## src/rtl/wb_port_arbiter_if.sv

```systemverilog
// Register-file write-port bundle: three core valid/ready writers, a JTAG writer,
// and the registered write port driven into the register file.
interface wb_port_arbiter_if #(
  parameter int unsigned ADDR_W = 5,
  parameter int unsigned DATA_W = 32
);
  logic              alu_valid_i;
  logic [ADDR_W-1:0] alu_addr_i;
  logic [DATA_W-1:0] alu_data_i;
  logic              alu_ready_o;
  logic              lsu_valid_i;
  logic [ADDR_W-1:0] lsu_addr_i;
  logic [DATA_W-1:0] lsu_data_i;
  logic              lsu_ready_o;
  logic              mdu_valid_i;
  logic [ADDR_W-1:0] mdu_addr_i;
  logic [DATA_W-1:0] mdu_data_i;
  logic              mdu_ready_o;
  logic              jtag_we_i;
  logic [ADDR_W-1:0] jtag_addr_i;
  logic [DATA_W-1:0] jtag_data_i;
  logic              jtag_ready_o;
  logic              we_o;
  logic [ADDR_W-1:0] waddr_o;
  logic [DATA_W-1:0] wdata_o;
  logic              starve_o;

  modport slave (
    input  alu_valid_i, alu_addr_i, alu_data_i,
    input  lsu_valid_i, lsu_addr_i, lsu_data_i,
    input  mdu_valid_i, mdu_addr_i, mdu_data_i,
    input  jtag_we_i, jtag_addr_i, jtag_data_i,
    output alu_ready_o, lsu_ready_o, mdu_ready_o, jtag_ready_o,
    output we_o, waddr_o, wdata_o, starve_o
  );

  modport master (
    output alu_valid_i, alu_addr_i, alu_data_i,
    output lsu_valid_i, lsu_addr_i, lsu_data_i,
    output mdu_valid_i, mdu_addr_i, mdu_data_i,
    output jtag_we_i, jtag_addr_i, jtag_data_i,
    input  alu_ready_o, lsu_ready_o, mdu_ready_o, jtag_ready_o,
    input  we_o, waddr_o, wdata_o, starve_o
  );
endinterface

```

## src/rtl/wb_port_arbiter.sv

```systemverilog
// Arbitrates the single register-file write port between ALU, LSU, MDU and JTAG,
// with LSU/MDU round-robin, a starvation override against ALU, and a registered write.
module wb_port_arbiter #(
  parameter int unsigned ADDR_W       = 5,
  parameter int unsigned DATA_W       = 32,
  parameter int unsigned STARVE_LIMIT = 4
) (
  input  logic              clk,
  input  logic              rst,
  wb_port_arbiter_if.slave  bus
);

  localparam int unsigned      CNT_W = $clog2(STARVE_LIMIT + 1);
  localparam logic [CNT_W-1:0] LIMIT = CNT_W'(STARVE_LIMIT);

  typedef enum logic {
    RR_LSU = 1'b0,
    RR_MDU = 1'b1
  } rr_t;

  rr_t               r_rr;
  logic [CNT_W-1:0]  r_lsu_wait;
  logic [CNT_W-1:0]  r_mdu_wait;
  logic              r_we;
  logic [ADDR_W-1:0] r_waddr;
  logic [DATA_W-1:0] r_wdata;

  logic              w_lsu_starved;
  logic              w_mdu_starved;
  logic              w_alu_gnt;
  logic              w_lsu_gnt;
  logic              w_mdu_gnt;
  logic              w_jtag_gnt;
  logic              w_starve;
  logic              w_xfer;
  logic [ADDR_W-1:0] w_addr;
  logic [DATA_W-1:0] w_data;

  assign w_lsu_starved = bus.lsu_valid_i && (r_lsu_wait == LIMIT);
  assign w_mdu_starved = bus.mdu_valid_i && (r_mdu_wait == LIMIT);

  // Readies are gated by rst so nothing is accepted while reset is asserted.
  always_comb begin
    w_alu_gnt  = 1'b0;
    w_lsu_gnt  = 1'b0;
    w_mdu_gnt  = 1'b0;
    w_jtag_gnt = 1'b0;
    w_starve   = 1'b0;
    if (rst) begin
      if (w_lsu_starved && w_mdu_starved) begin
        w_starve = 1'b1;
        if (r_rr == RR_LSU) w_lsu_gnt = 1'b1;
        else                w_mdu_gnt = 1'b1;
      end else if (w_lsu_starved) begin
        w_starve  = 1'b1;
        w_lsu_gnt = 1'b1;
      end else if (w_mdu_starved) begin
        w_starve  = 1'b1;
        w_mdu_gnt = 1'b1;
      end else if (bus.alu_valid_i) begin
        w_alu_gnt = 1'b1;
      end else if (bus.lsu_valid_i && bus.mdu_valid_i) begin
        if (r_rr == RR_LSU) w_lsu_gnt = 1'b1;
        else                w_mdu_gnt = 1'b1;
      end else if (bus.lsu_valid_i) begin
        w_lsu_gnt = 1'b1;
      end else if (bus.mdu_valid_i) begin
        w_mdu_gnt = 1'b1;
      end else if (bus.jtag_we_i) begin
        w_jtag_gnt = 1'b1;
      end
    end
  end

  assign w_xfer = w_alu_gnt || w_lsu_gnt || w_mdu_gnt || w_jtag_gnt;

  always_comb begin
    w_addr = bus.jtag_addr_i;
    w_data = bus.jtag_data_i;
    if (w_alu_gnt) begin
      w_addr = bus.alu_addr_i;
      w_data = bus.alu_data_i;
    end else if (w_lsu_gnt) begin
      w_addr = bus.lsu_addr_i;
      w_data = bus.lsu_data_i;
    end else if (w_mdu_gnt) begin
      w_addr = bus.mdu_addr_i;
      w_data = bus.mdu_data_i;
    end
  end

  always_ff @(posedge clk or negedge rst) begin
    if (!rst) begin
      r_rr       <= RR_LSU;
      r_lsu_wait <= '0;
      r_mdu_wait <= '0;
      r_we       <= 1'b0;
      r_waddr    <= '0;
      r_wdata    <= '0;
    end else begin
      if (bus.lsu_valid_i && !w_lsu_gnt) begin
        if (r_lsu_wait != LIMIT) r_lsu_wait <= r_lsu_wait + CNT_W'(1);
      end else begin
        r_lsu_wait <= '0;
      end

      if (bus.mdu_valid_i && !w_mdu_gnt) begin
        if (r_mdu_wait != LIMIT) r_mdu_wait <= r_mdu_wait + CNT_W'(1);
      end else begin
        r_mdu_wait <= '0;
      end

      if (w_lsu_gnt)      r_rr <= RR_MDU;
      else if (w_mdu_gnt) r_rr <= RR_LSU;

      // Writes to x0 are accepted but never reach the register file.
      if (w_xfer) begin
        r_waddr <= w_addr;
        r_wdata <= w_data;
        r_we    <= (w_addr != '0);
      end else begin
        r_we    <= 1'b0;
      end
    end
  end

  assign bus.alu_ready_o  = w_alu_gnt;
  assign bus.lsu_ready_o  = w_lsu_gnt;
  assign bus.mdu_ready_o  = w_mdu_gnt;
  assign bus.jtag_ready_o = w_jtag_gnt;
  assign bus.starve_o     = w_starve;
  assign bus.we_o         = r_we;
  assign bus.waddr_o      = r_waddr;
  assign bus.wdata_o      = r_wdata;

endmodule

```

## src/flat_wrapper.sv

```systemverilog
// flat-port wrapper written by rule: the top's interface ports become plain ports
module wb_port_arbiter_flat 
#(
  parameter int unsigned ADDR_W       = 5,
  parameter int unsigned DATA_W       = 32,
  parameter int unsigned STARVE_LIMIT = 4
)
  (clk, rst, bus_alu_valid_i, bus_alu_addr_i, bus_alu_data_i, bus_lsu_valid_i, bus_lsu_addr_i, bus_lsu_data_i, bus_mdu_valid_i, bus_mdu_addr_i, bus_mdu_data_i, bus_jtag_we_i, bus_jtag_addr_i, bus_jtag_data_i, bus_alu_ready_o, bus_lsu_ready_o, bus_mdu_ready_o, bus_jtag_ready_o, bus_we_o, bus_waddr_o, bus_wdata_o, bus_starve_o);
  wb_port_arbiter_if #(.ADDR_W(ADDR_W), .DATA_W(DATA_W)) bus_i ();
  input  logic clk;
  input  logic rst;
  input wire logic [$bits(bus_i.alu_valid_i)-1:0] bus_alu_valid_i;
  input wire logic [$bits(bus_i.alu_addr_i)-1:0] bus_alu_addr_i;
  input wire logic [$bits(bus_i.alu_data_i)-1:0] bus_alu_data_i;
  input wire logic [$bits(bus_i.lsu_valid_i)-1:0] bus_lsu_valid_i;
  input wire logic [$bits(bus_i.lsu_addr_i)-1:0] bus_lsu_addr_i;
  input wire logic [$bits(bus_i.lsu_data_i)-1:0] bus_lsu_data_i;
  input wire logic [$bits(bus_i.mdu_valid_i)-1:0] bus_mdu_valid_i;
  input wire logic [$bits(bus_i.mdu_addr_i)-1:0] bus_mdu_addr_i;
  input wire logic [$bits(bus_i.mdu_data_i)-1:0] bus_mdu_data_i;
  input wire logic [$bits(bus_i.jtag_we_i)-1:0] bus_jtag_we_i;
  input wire logic [$bits(bus_i.jtag_addr_i)-1:0] bus_jtag_addr_i;
  input wire logic [$bits(bus_i.jtag_data_i)-1:0] bus_jtag_data_i;
  output wire logic [$bits(bus_i.alu_ready_o)-1:0] bus_alu_ready_o;
  output wire logic [$bits(bus_i.lsu_ready_o)-1:0] bus_lsu_ready_o;
  output wire logic [$bits(bus_i.mdu_ready_o)-1:0] bus_mdu_ready_o;
  output wire logic [$bits(bus_i.jtag_ready_o)-1:0] bus_jtag_ready_o;
  output wire logic [$bits(bus_i.we_o)-1:0] bus_we_o;
  output wire logic [$bits(bus_i.waddr_o)-1:0] bus_waddr_o;
  output wire logic [$bits(bus_i.wdata_o)-1:0] bus_wdata_o;
  output wire logic [$bits(bus_i.starve_o)-1:0] bus_starve_o;
  assign bus_i.alu_valid_i = bus_alu_valid_i;
  assign bus_i.alu_addr_i = bus_alu_addr_i;
  assign bus_i.alu_data_i = bus_alu_data_i;
  assign bus_i.lsu_valid_i = bus_lsu_valid_i;
  assign bus_i.lsu_addr_i = bus_lsu_addr_i;
  assign bus_i.lsu_data_i = bus_lsu_data_i;
  assign bus_i.mdu_valid_i = bus_mdu_valid_i;
  assign bus_i.mdu_addr_i = bus_mdu_addr_i;
  assign bus_i.mdu_data_i = bus_mdu_data_i;
  assign bus_i.jtag_we_i = bus_jtag_we_i;
  assign bus_i.jtag_addr_i = bus_jtag_addr_i;
  assign bus_i.jtag_data_i = bus_jtag_data_i;
  assign bus_alu_ready_o = bus_i.alu_ready_o;
  assign bus_lsu_ready_o = bus_i.lsu_ready_o;
  assign bus_mdu_ready_o = bus_i.mdu_ready_o;
  assign bus_jtag_ready_o = bus_i.jtag_ready_o;
  assign bus_we_o = bus_i.we_o;
  assign bus_waddr_o = bus_i.waddr_o;
  assign bus_wdata_o = bus_i.wdata_o;
  assign bus_starve_o = bus_i.starve_o;
  wb_port_arbiter #(.ADDR_W(ADDR_W), .DATA_W(DATA_W), .STARVE_LIMIT(STARVE_LIMIT)) u_core (.clk(clk), .rst(rst), .bus(bus_i));
endmodule
```

## config.mk

```make
export PLATFORM = sky130hd
export DESIGN_NAME = wb_port_arbiter_flat
export DESIGN_NICKNAME = d
export VERILOG_FILES = /design/src/rtl/wb_port_arbiter_if.sv /design/src/rtl/wb_port_arbiter.sv /design/src/flat_wrapper.sv
export SDC_FILE = /design/constraint.sdc
export NUM_CORES = 1
export LEC_CHECK = 0
export CAP_MARGIN = 20
export CORE_ASPECT_RATIO = 0.7
export CORE_MARGIN = 2
export CORE_UTILIZATION = 34
export CTS_CLUSTER_DIAMETER = 60
export DETAILED_ROUTE_END_ITERATION = 7
export PLACE_DENSITY_LB_ADDON = 0.15
export SETUP_SLACK_MARGIN = 0.1
export SLEW_MARGIN = 20
export SYNTH_ARGS = -nofsm -noshare
export SYNTH_HDL_FRONTEND = slang
export SYNTH_SLANG_ARGS = --single-unit
```

## constraint.sdc

```tcl
create_clock -name clk -period 3.2 [get_ports clk]
set_clock_uncertainty 0.05 [all_clocks]
set_input_delay 0.32 -clock clk [delete_from_list [all_inputs] [get_ports clk]]
set_output_delay 0.32 -clock clk [all_outputs]
set_load 0.02 [all_outputs]
```

==> flow_summary_export.csv <==
group,metric,value,unit
cts,cts-buffers-inserted,5,
floorplanning,die_h,76.6,um
logic_synthesis,postSynthNetCount,446,
setup_path,r2r.worst_path.cells,9,
cts,cts_max_level,2,
power,switching_power,671,uW
final_layout,fraction_of_layout_instances_using_a_drive_strength_above_1,6.00,%
setup_path,cp_slowest_cell,"clkdlybuf4s50_1",
placement,place_hpwl,7510,um
route,ant_nets,0,
final_layout,most-common-layout-cells,"195 x clkdlybuf4s50_1, 83 x nand2_1, 45 x dfrtp_1",
logic_synthesis,synth_seq_cells,45,
power,seq_power_share,37.9,%
floorplanning,floorplan_core_area,7290,um^2
setup_path,kind_of_cell_with_the_highest_combined_delay_on_the_critical_path,"buffers and inverters",
setup_path,crit_cells,7,
final_layout,postLayoutCellArea,4710,um^2
grt,grt_first_pass_wirelength,14600,um
sta,transition_at_the_pin_with_the_smallest_max_transition_slack,521,ps
cts,clock_tree_buf_depth,2,
placement,gp_congestion,0.989,
cts,insertion_delay,290,ps
floorplanning,floorplan.io_pins,197,
grt,grt_max_degree,42,
route,drt_iter0_markers,230,
sta,setup_viol_count_final,0,
power,logic_pwr_share,43.9,%
placement,detailed_place.area,4600,um^2
setup_path,crit_path_end_kind,"output pin",
power,internal_power,1.34,mW
floorplanning,floorplan.initialDensity,35.1,%
logic_synthesis,syn_avg_cell_area,8.89,um^2
setup_path,worst-endpoint-arrival,2630,ps
sta,finalCriticalPeriod,3000,ps
sta,report.final.hold_viol_count,0,
grt,gr-usage-all-layers,22.3,%
final_layout,layout.cells.most_common,"clkdlybuf4s50_1",
cts,tritoncts,"built",
power,power.share.clock,18.1,%
floorplanning,floorplan.die.width,108,um
route,wl_per_cell,16.1,um
cts,cts_sink_count,45,
setup_path,critical_path.startpoint_type,"flop",
logic_synthesis,asyncSetResetFlopFracSynth,100,%
final_layout,area.growth.synth_to_final,83.7,%
logic_synthesis,post_synth_instance_area,2560,um^2
floorplanning,std_cell_rows,26,
setup_path,worst_path_largest_cell_delay,610,ps
sta,finalMaxSlewViolations,0,
grt,grt_pass1_vias,3040,
cts,clockRootBuffer,"clkbuf_8",
final_layout,layout.nets,640,
final_layout,num_antenna_cells,0,
logic_synthesis,yosys_most_used_dff,"dfrtp_1",
logic_synthesis,yosys_warnings,0,
power,pwr_density_cell,427,nW/um^2
setup_path,critical_path_peak_fanout,7,
sta,achievable-frequency,334,MHz
grt,antenna_found_initial,0,
setup_path,worst_ep_required_time,2830,ps
floorplanning,die_footprint,8250,um^2
power,vdd_drop_max,0.000230,V
min_path,hp-class,"primary input to asynchronous set/reset pin",
sta,min_period_over_period,93.7,%
route,via_count,3049,
sta,setup_repair_after_global_routing_missed_its_margin,"false",
route,post_drt_via_cell_ratio,5.25,
sta,setup_tns,0,ps
outcome,outcome,"completed",
cts,post_cts.repair.setup_buffers,0,
final_layout,filler_cell_count,643,
cts,clock_pin_slew_on_the_worst_setup_and_hold_paths,80,ps
setup_path,path_buf_inv,3,
logic_synthesis,seq_area_frac_synth,44.0,%
setup_path,worstPathCellList,"inv_1 -> ha_1 -> and3_1 -> o32a_2 -> nand2b_4 -> inv_4 -> clkdlybuf4s50_1",
logic_synthesis,post_synth_num_cell_types,37,
grt,grt_overflow_total,0,
placement,port_buffers,196,
power,sw_frac_of_total,33.4,%
route,number_of_drc_violations_after_detailed_routing,0,
route,drt-total-wl,9360,um
logic_synthesis,synthCells,288,
run,maxCapViolCount,0,
setup_path,setup_cp_type,"flop to output pin",
logic_synthesis,synth_enable_flop_cells,0,
sta,worst_slew_margin_rel,65.3,%
sta,fin_worst_hold_slack,430,ps
route,detail_route.first_pass.iterations,6,
power,power.leakage,1.99,nW
-- per-stage QoR --
step	power, mW	std cells	worst slack (ps)	utilization (%)
floorplan	1.16	288	902	-
global placement	1.64	572	420	63.1
detailed placement	1.66	572	371	63.1
CTS	2.03	581	222	64.5
global route	2.13	581	121	64.6
finish	2.01	581	203	64.6
-- final cells by class --
cell class / instances / area, um^2 / area share [%]
Tap cell: 98 / 123 / 2.61
Clock inverter: 2 / 13.8 / 0.292
Clock buffer: 6 / 82.6 / 1.75
Sequential cell: 45 / 1130 / 23.9
Timing Repair Buffer: 208 / 2050 / 43.6
Multi-Input combinational cell: 212 / 1270 / 26.9
Inverter: 10 / 43.8 / 0.931
-- synth_stat cells (2+ instances only) --
master	n	share of area, %
xnor2_1	2	0.68
and3_1	3	0.73
nand3_1	36	7.0
nor2_1	11	1.6
o31ai_1	2	0.59
mux2i_1	4	1.6
ha_1	4	2.0
a21o_1	4	1.2
a222oi_1	32	13
nor3_1	3	0.59
dfrtp_1	45	44
inv_1	8	1.2
o22ai_1	4	0.98
nand2_1	83	12
o21ai_0	6	1.2
buf_6	6	2.6
clkbuf_1	11	1.6
buf_2	3	0.59
nor2b_1	3	0.73
-- cell families after synthesis --
kind of cell / after synthesis / synth area share [%]
DFF: 45 / 44.0
muxes: 5 / 2.15
and+or+nand+nor: 146 / 25.7
AOI/OAI and AO/OA: 55 / 19.0
adders and majority gates: 4 / 1.95
xor gates and xnor gates: 2 / 0.684
buffers and inverters: 31 / 6.55
-- routing by layer --
layer	track usage, %	wire length, um	share of wire (%)
met4	4.74	107	1.1
met3	5.99	840	9.0
met2	39.4	4610	49
met5	0	0	0
met1	26.9	3800	41
-- power by group through the flow --
| stage | Clock [mW] | Sequential, mW | Combinational, mW |
|---|---|---|---|
| 2_1_floorplan | 0 | 0.903 | 0.252 |
| 3_3_place_gp | 0 | 0.769 | 0.876 |
| 3_5_place_dp | 0 | 0.774 | 0.889 |
| 4_1_cts | 0.379 | 0.763 | 0.892 |
| 5_1_grt | 0.397 | 0.781 | 0.949 |
| 6_report | 0.365 | 0.763 | 0.883 |
-- sequential cells by signal, summed over array words and instances (netlist names) --
signal and count:
u_core.bus.wdata_o 32, u_core.r_lsu_wait 3, u_core.bus.we_o 1, u_core.r_mdu_wait 3, u_core.r_rr 1, u_core.bus.waddr_o 5
-- path summary, 6_finish.rpt --
path,endpoint,slack [ps],start
setup / recovery,bus_mdu_ready_o,200,u_core.r_lsu_wait[0]
hold / removal,u_core.r_rr,430,rst
setup reg to reg,u_core.bus.waddr_o[3],560,u_core.r_lsu_wait[0]
hold reg to reg,u_core.bus.wdata_o[16],430,u_core.bus.wdata_o[16]
max in group asynchronous,u_core.bus.waddr_o[2],1840,rst
min in group clk,u_core.bus.wdata_o[16],430,u_core.bus.wdata_o[16]
-- worst register-to-register path: cells and delay by family (launching register included) --
family                     cells  cell delay, ps
muxes                          1             220
DFF                            1             420
buffers and inverters          3             690
and+or+nand+nor                4             970
adders and majority gates      1             230
-- repair_timing --
action,CTS,global route
resized for setup,0,1
hold buffers,1,0
endpoints found under the setup margin,0,1
endpoints found under the hold margin,4,0
No activity file was read; power rests on OpenSTA's default activity.
